[config.mk]
export PLATFORM = sky130hd
export DESIGN_NAME = multiplicacion_secuencial_flat
export DESIGN_NICKNAME = d
export VERILOG_FILES = /design/src/rtl/multiplicacion_secuencial_pkg.sv /design/src/rtl/multiplicacion_secuencial_if.sv /design/src/rtl/multiplicacion_secuencial_sumador.sv /design/src/rtl/multiplicacion_secuencial.sv /design/src/flat_wrapper.sv
export SDC_FILE = /design/constraint.sdc
export NUM_CORES = 1
export LEC_CHECK = 0
export BUFFER_PORTS_ARGS = -buffer_cell sky130_fd_sc_hd__buf_2
export CAP_MARGIN = 30
export CORE_MARGIN = 5
export CORE_UTILIZATION = 50
export DETAILED_ROUTE_END_ITERATION = 12
export GPL_ROUTABILITY_DRIVEN = 0
export PLACE_DENSITY = 0.79
export RECOVER_POWER = 50
export SLEW_MARGIN = 30
export SYNTH_ARGS = -nofsm -noshare
export SYNTH_HDL_FRONTEND = slang
export SYNTH_SLANG_ARGS = --single-unit
export TNS_END_PERCENT = 5
[constraint.sdc]
create_clock -name clk -period 3 [get_ports clk]
set_clock_uncertainty 0.1 [all_clocks]
set_input_delay 0 -clock clk [delete_from_list [all_inputs] [get_ports clk]]
set_output_delay 0 -clock clk [all_outputs]
set_load 0.05 [all_outputs]
[src/rtl/multiplicacion_secuencial_pkg.sv]
// alu_pkg: shared types and constants for the ALU's multi-cycle arithmetic unit.
package alu_pkg;
    typedef enum logic [1:0] {IDLE, CALC, DONE} mul_state_t;
    localparam int MUL_DEFAULT_M = 4;
endpackage

[src/rtl/multiplicacion_secuencial_if.sv]
// multiplicacion_secuencial_if: start/busy/done handshake plus operands and product flags.
interface multiplicacion_secuencial_if
    import alu_pkg::*;
#(
    parameter int M = MUL_DEFAULT_M
);
    logic           start;
    logic [M-1:0]   A;
    logic [M-1:0]   B;
    logic [2*M-1:0] P;
    logic           busy;
    logic           done;
    logic           Z;
    logic           V;
    modport master (output start, A, B, input P, busy, done, Z, V);
    modport slave  (input start, A, B, output P, busy, done, Z, V);
endinterface

[src/rtl/multiplicacion_secuencial_sumador.sv]
// sumador_nbits: M-bit ripple-carry adder built from chained single-bit full adders.
module sumador_nbits #(
    parameter int M = 4
) (
    input  logic [M-1:0] A,
    input  logic [M-1:0] B,
    input  logic         cin,
    output logic [M-1:0] R,
    output logic         cout
);
    logic [M:0] c;
    assign c[0] = cin;
    for (genvar i = 0; i < M; i++) begin : g_fa
        assign R[i]   = A[i] ^ B[i] ^ c[i];
        assign c[i+1] = (A[i] & B[i]) | (c[i] & (A[i] ^ B[i]));
    end
    assign cout = c[M];
endmodule

[src/rtl/multiplicacion_secuencial.sv]
// multiplicacion_secuencial: unsigned MxM shift-and-add multiplier, one partial product per cycle.
module multiplicacion_secuencial
    import alu_pkg::*;
#(
    parameter int M = MUL_DEFAULT_M
) (
    input logic                        clk,
    input logic                        rst_n,
    multiplicacion_secuencial_if.slave bus
);
    localparam int CW = $clog2(M + 1);
    mul_state_t     state_q, state_d;
    logic [M-1:0]   mcand_q, mcand_d;
    logic [M-1:0]   acc_hi_q, acc_hi_d;
    logic [M-1:0]   acc_lo_q, acc_lo_d;
    logic [CW-1:0]  cnt_q, cnt_d;
    logic [2*M-1:0] p_q, p_d;
    logic           busy_q, busy_d;
    logic           done_q, done_d;
    logic           z_q, z_d;
    logic           v_q, v_d;
    logic [M-1:0]   addend;
    logic [M-1:0]   sum;
    logic           carry;
    logic [2*M-1:0] shifted;
    assign addend  = acc_lo_q[0] ? mcand_q : '0;
    // Carry lands in the top bit of acc_hi, so the combined shift never loses a bit.
    assign shifted = {carry, sum, acc_lo_q[M-1:1]};
    sumador_nbits #(.M(M)) u_sumador (
        .A   (acc_hi_q),
        .B   (addend),
        .cin (1'b0),
        .R   (sum),
        .cout(carry)
    );
    always_comb begin
        state_d  = state_q;
        mcand_d  = mcand_q;
        acc_hi_d = acc_hi_q;
        acc_lo_d = acc_lo_q;
        cnt_d    = cnt_q;
        p_d      = p_q;
        z_d      = z_q;
        v_d      = v_q;
        busy_d   = 1'b0;
        done_d   = 1'b0;
        if (state_q == CALC) begin
            {acc_hi_d, acc_lo_d} = shifted;
            cnt_d  = cnt_q + CW'(1);
            busy_d = 1'b1;
            if (cnt_q == CW'(M - 1)) begin
                state_d = DONE;
                p_d     = shifted;
                z_d     = shifted == '0;
                v_d     = |shifted[2*M-1:M];
                busy_d  = 1'b0;
                done_d  = 1'b1;
            end
        end else if (bus.start) begin
            state_d  = CALC;
            mcand_d  = bus.A;
            acc_hi_d = '0;
            acc_lo_d = bus.B;
            cnt_d    = '0;
            busy_d   = 1'b1;
        end else begin
            state_d = IDLE;
        end
    end
    always_ff @(posedge clk or negedge rst_n) begin
        if (!rst_n) begin
            state_q  <= IDLE;
            mcand_q  <= '0;
            acc_hi_q <= '0;
            acc_lo_q <= '0;
            cnt_q    <= '0;
            p_q      <= '0;
            busy_q   <= 1'b0;
            done_q   <= 1'b0;
            z_q      <= 1'b0;
            v_q      <= 1'b0;
        end else begin
            state_q  <= state_d;
            mcand_q  <= mcand_d;
            acc_hi_q <= acc_hi_d;
            acc_lo_q <= acc_lo_d;
            cnt_q    <= cnt_d;
            p_q      <= p_d;
            busy_q   <= busy_d;
            done_q   <= done_d;
            z_q      <= z_d;
            v_q      <= v_d;
        end
    end
    assign bus.P    = p_q;
    assign bus.busy = busy_q;
    assign bus.done = done_q;
    assign bus.Z    = z_q;
    assign bus.V    = v_q;
endmodule

[src/flat_wrapper.sv]
// flat-port wrapper written by rule: the top's interface ports become plain ports
module multiplicacion_secuencial_flat import alu_pkg::*;
#(
    parameter int M = MUL_DEFAULT_M
)
  (clk, rst_n, bus_start, bus_A, bus_B, bus_P, bus_busy, bus_done, bus_Z, bus_V);
  multiplicacion_secuencial_if #(.M(M)) bus_i ();
  input logic clk;
  input logic rst_n;
  input wire logic [$bits(bus_i.start)-1:0] bus_start;
  input wire logic [$bits(bus_i.A)-1:0] bus_A;
  input wire logic [$bits(bus_i.B)-1:0] bus_B;
  output wire logic [$bits(bus_i.P)-1:0] bus_P;
  output wire logic [$bits(bus_i.busy)-1:0] bus_busy;
  output wire logic [$bits(bus_i.done)-1:0] bus_done;
  output wire logic [$bits(bus_i.Z)-1:0] bus_Z;
  output wire logic [$bits(bus_i.V)-1:0] bus_V;
  assign bus_i.start = bus_start;
  assign bus_i.A = bus_A;
  assign bus_i.B = bus_B;
  assign bus_P = bus_i.P;
  assign bus_busy = bus_i.busy;
  assign bus_done = bus_i.done;
  assign bus_Z = bus_i.Z;
  assign bus_V = bus_i.V;
  multiplicacion_secuencial #(.M(M)) u_core (.clk(clk), .rst_n(rst_n), .bus(bus_i));
endmodule
---- Word level (Yosys, flattened, before mapping) ----
Cells that the tools add are included.
storage, ports and cells
  register bits ........................... 29
  input port bits ......................... 11
  output and inout bits ................... 12
operators by class
  $add $sub $neg .......................... 1
  equality and inequality tests ........... 3
  multiplexer cells ....................... 15
  bitwise logic cells ..................... 18
  reduce and logical (&&, ||, !) cells .... 5
operator list
  kind                                                  count
  two-way mux 4 bit                                     5
  logical NOT 8 bit                                     1
  AND 1 bit                                             7
  XOR 1 bit                                             7
  two-way mux 1 bit                                     6
  two-way mux 3 bit                                     2
  two-way mux 2 bit                                     2
  AND reduction 2 bit                                   2
  OR reduction 4 bit                                    1
  adder 3 x 1 -> 3 bit (second input constant)          1
  equality test 3 x 2 -> 1 bit (second input constant)  1
  bitwise OR 1 bit                                      3
  equality test 2 x 1 -> 1 bit (second input constant)  1
  != test 2 bit (second input constant)                 1
  nonzero test 2 bit                                    1
  NOT 1 bit                                             1

---- Longest topological paths before layout ----
  depth after elaboration ................. 9
  depth in mapped cells ................... 9

---- Cells and area by module ----
Synthesis repeated with hierarchy kept, for this count alone.
second synthesis, totals
  cell total of the unflattened synthesis .. 113
  area, all modules ....................... 1357.6 um^2
modules (own cells, without submodules)
  module                     instances  cells an instance  area an instance (um^2)  seq. area each (um^2)
  multiplicacion_secuencial  1          99                 1239.9                   725.7
  sumador_nbits              1          14                 117.6                    0.0

---- Least setup slack after synthesis ----
OpenSTA, ideal clock, no wires.
  path type ............................... reg-to-reg
  from .................................... register u_core.acc_lo_q[0]
  to ...................................... register u_core.z_q, in the netlist u_core.bus.Z
  library setup time ...................... 122 ps
  arrival ................................. 2143 ps
  data required time ...................... 2778 ps
  path slack .............................. 635 ps
  stages on the path, launching flop included .. 10
  buffers on the path ..................... 0
  clock period less this slack ............ 2365 ps
  cell sequence ........................... dfrtp_1 -> and2_1 -> ha_1 -> fa_1 -> fa_1 -> inv_1 -> fa_1 -> nor4bb_1 -> nand2_1 -> o21ai_1
on the way
  word-level cells in the longest chain between the ends .. 9
  elaborated cells on any way between the ends .. 19
  classes of those cells .................. mux (1); bitwise (17); reduce/logical (1)
ends and longest elaborated chain
  item                                    RTL line                                                                          text
  start: declaration                      multiplicacion_secuencial.sv:15                                                   logic [M-1:0] acc_lo_q, acc_lo_d;
  start signal: assignment                multiplicacion_secuencial.sv:86                                                   acc_lo_q <= acc_lo_d;
  two-way mux 4 bit (*)                   multiplicacion_secuencial.sv:26                                                   assign addend = acc_lo_q[0] ? mcand_q : '0;
  AND 1 bit or XOR 1 bit (tied branches)  multiplicacion_secuencial_sumador.sv:15, multiplicacion_secuencial_sumador.sv:14
  AND 1 bit                               multiplicacion_secuencial_sumador.sv:15                                           assign c[i+1] = (A[i] & B[i]) | (c[i] & (A[i] ^ B[i]));
  bitwise OR 1 bit                        multiplicacion_secuencial_sumador.sv:15
  AND 1 bit                               multiplicacion_secuencial_sumador.sv:15
  bitwise OR 1 bit                        multiplicacion_secuencial_sumador.sv:15
  AND 1 bit                               multiplicacion_secuencial_sumador.sv:15
  bitwise OR 1 bit                        multiplicacion_secuencial_sumador.sv:15
  logical NOT 8 bit (*)                   multiplicacion_secuencial.sv:54                                                   z_d = shifted == '0;
  end signal: assignment                  multiplicacion_secuencial.sv:91                                                   z_q <= z_d;
  end: declaration                        multiplicacion_secuencial.sv:20                                                   logic z_q, z_d;
Mark *: on every way between the ends. The rest lies on a longest branch, timed or not.
A chain may end at the register's enable or synchronous reset.

---- Worst setup path after layout ----
Same ends and word-level chain as after synthesis.

==> metrics.md <==
| Metric | Value |
|---|---|
| Data required, critical path | `between 3000 and 4000 ps` |
| Actual slew at the worst max-slew pin | `approximately 1500 ps` |
| Synth Register Bits | `29` |
| Initial core utilization | `0.528` |
| Area fraction of the dominant cell type after synthesis | `0.550` |
| Drt via density | `5.04` |
| Worst hold path type | `in -> reg` |
| Initial antenna violation count | `0` |
| Yosys warnings | `0` |
| Hold path startpoint | `bus_start` |
| Die outline area | `roughly 0.0038 mm^2` |
| Cell area after synthesis | `between 0.001 and 0.0015 mm^2` |
| Crit path time final | `about 2600 ps` |
| Max cap viols | `1` |
| Seq/Total Area, Yosys | `0.550` |
| Outcome | `finished, violations left` |
| Die width | `61.4 um` |
| Post-CTS sizing | `0` |
| Peak supply drop | `around 0.64 mV` |
| Vias | `852` |
| Reg2Reg Setup Slack | `420 ps` |
| TritonCTS clock tree | `built` |
| Net Count, Synth | `around 120` |
| PD cells | `approximately 1100 mW/mm^2` |
| Worst path max stage delay | `between 400 and 500 ps` |
| Worst-Skew Late Latency | `~330 ps` |
| Slowest cell on the critical path | `dfrtp_1` |
| WL final | `roughly 2400 um` |
| Hold Slack | `24.4 ps` |
| Final setup violation count | `0` |
| Failing checks | `capacitance limit` |
| FP Rows | `18` |
| Cts hold-fix bufs | `9` |
| Worst hold path depth | `3` |
| I/O pin total | `23` |
| Clk pin slew, worst setup/hold paths | `roughly 90 ps` |
| Drt wl/cell | `between 10 and 15 um` |
| Vias in the first global route | `between 800 and 900` |
| Overflow after GRT | `0` |
| Root Buffer | `clkbuf_4` |
| Core area | `about 0.0025 mm^2` |
| EDFF count, synth | `0` |
| Leakage | `a little under 0.8 nW` |
| Rel. slew slack | `0.00137` |
| Clk buf depth | `2` |
| Slew Viols, Final | `0` |
| Synth area leader | `dfrtp_1` |
| Share of flip-flops with an asynchronous set or reset | `1.00` |
| Post-synth top flop | `dfrtp_1` |
| Syn_area_per_cell | `around 13 um^2` |
| Multi-input combinational cell area | `between 500 and 600 um^2` |
| Fin. Hold Viols | `0` |
| Worst hold endpoint | `u_core.state_q[0]` |
| Crit-path max FO | `5` |
| Hpwl dp | `about 1700 um` |
| Post-route DRC | `0` |
| Fin util | `0.623` |
| Share of cells above drive strength 1 | `0.281` |
| Setup tns final | `0 ps` |
| Fillcell total | `217` |
| Main area contributors after synthesis | `dfrtp_1 55%, mux2_2 6.0%, fa_1 4.6%, mux2_4 4.6%, nand2_1 4.6%` |
| Startpoint types | `flop` |
| Die height | `~61 um` |
| # H-tree levels | `2` |
| Most used cell, CP | `fa_1` |
| Crit end category | `flop` |
| Layout net count | `about 160` |
| P&R area growth vs syn | `18.1%` |
| Worst-path cell chain | `and2_1 > ha_1 > fa_1 > fa_1 > inv_1 > fa_1 > nor4bb_1 > nand2_1 > o21ai_1` |
| Unrepaired setup endpoints after global routing | `no` |
| Setup Fix Bufs, Post-CTS | `0` |
| Top-count cell post-synth | `dfrtp_1` |
| FF-to-FF Start | `u_core.acc_lo_q[0]` |
| Clock sink count | `29` |
| Gate count after technology mapping | `approximately 100` |
| Fmax | `between 0.3 and 0.4 GHz` |
| Design Area, Final | `about 0.0016 mm^2` |
| Crit Reg-Reg Endpoint | `u_core.bus.Z` |
| DRT Pass-1 Iters | `4` |
| Arrival @ worst endpoint | `2740 ps` |
| Top cells by count, synth | `29 x dfrtp_1, 16 x nand2_1, 7 x mux2_2, 7 x o21ai_0` |
| Count of different cell masters after synthesis | `24` |
| DP Area | `~0.0014 mm^2` |
| Routed Antenna Nets | `0` |
| First-pass GRT wire length | `between 3000 and 4000 um` |
| Ratio of final minimum period to clock period | `0.861` |
| 1st-iter DRT viols | `10` |
| R2R depth | `9` |
| Largest net degree at the start of global routing | `30` |
| Register Area | `726 um^2` |
| CTS buffer count | `5` |
| GRT Total Usage | `0.153` |
| Setup CP Type | `reg -> reg` |
| Buffers on Ports | `22` |
| ANT cells | `0` |
==> critical path: cells and delay by family (launching register included) <==
family | cells | cell delay, ps
fa+ha+maj | 4 | 1180
simple gates | 3 | 610
flops | 1 | 420
compound gates | 1 | 130
buf+inv | 1 | 80
==> layout make-up <==
class,count,share of cell area
flip-flops and latches,29,0.466
multi-input cells,66,0.342
repair buffers,31,0.123
clock buffers,6,0.0265
well taps,30,0.0241
inverters,5,0.0120
clock inverters,2,0.00643
==> where the power goes <==
| group | switching, mW | internal [mW] | leakage [nW] | total (mW) |
|---|---|---|---|---|
| sequential | 0.0943 | 0.550 | 0.365 | 0.644 |
| clock | 0.134 | 0.0890 | 0.0320 | 0.223 |
| combinational | 0.491 | 0.285 | 0.386 | 0.777 |
==> through the flow <==
| stage | std cells | total power, mW | setup slack, ps |
|---|---|---|---|
| after floorplan | 104 | 1.28 | 635 |
| after global placement | 152 | 1.40 | 577 |
| after detailed placement | 152 | 1.44 | 407 |
| after CTS | 169 | 1.67 | 399 |
| after global routing | 169 | 1.76 | 266 |
| final | 169 | 1.64 | 416 |
==> layer usage <==
metal | up-vias | share of wire | global-route usage
li1 | 415 | - | -
met1 | 403 | 0.43 | 0.178
met2 | 26 | 0.47 | 0.237
met3 | 8 | 0.072 | 0.0776
met4 | 0 | 0.031 | 0.0697
met5 | - | 0 | 0
==> how the worst max path moves through the flow <==
stage                       startpoint           end  slack, ps  depth (start not counted)
finish              u_core.acc_lo_q[0]  u_core.bus.Z        420                          9
global route        u_core.acc_lo_q[0]  u_core.bus.Z        270                          9
CTS                 u_core.acc_lo_q[0]  u_core.bus.Z        400                          9
detailed placement  u_core.acc_lo_q[0]  u_core.bus.Z        410                          9
global placement    u_core.acc_lo_q[0]  u_core.bus.Z        580                          9
floorplan           u_core.acc_lo_q[0]  u_core.bus.Z        630                          9
==> cell usage in the layout, fill, tap and decap left out, drive strengths merged, types with 2 or more instances in the layout <==
master	netlist	routed
clkbuf	0	13
nor2	3	3
ha	3	3
and2	3	3
clkinv	0	2
mux2	11	11
inv	5	5
buf	4	15
or3	2	2
dlygate4sd3	0	9
o21ai	11	11
mux2i	4	4
fa	3	3
nand2	17	17
dfrtp	29	29
nand3b	5	5
==> state kept, by name, indices dropped and copies added, names as in the netlist <==
| register | cells |
|---|---|
| u_core.state_q | 2 |
| u_core.bus.P | 8 |
| u_core.cnt_q | 3 |
| u_core.mcand_q | 4 |
| u_core.acc_lo_q | 4 |
| u_core.acc_hi_q | 4 |
| u_core.bus.done | 1 |
| u_core.bus.busy | 1 |
| u_core.bus.Z | 1 |
| u_core.bus.V | 1 |
==> cells by family (layout without fill, tap and decap cells) <==
family,after synthesis,count (layout),synth area share
flip-flops,29,29,0.550
buffers and inverters,9,44,0.0455
adder cells (fa/ha/maj),6,6,0.0740
AO/OA/AOI/OAI,11,11,0.0417
AND/OR/NAND/NOR,34,34,0.153
multiplexers,15,15,0.136
No activity file was read; power rests on OpenSTA's default activity.
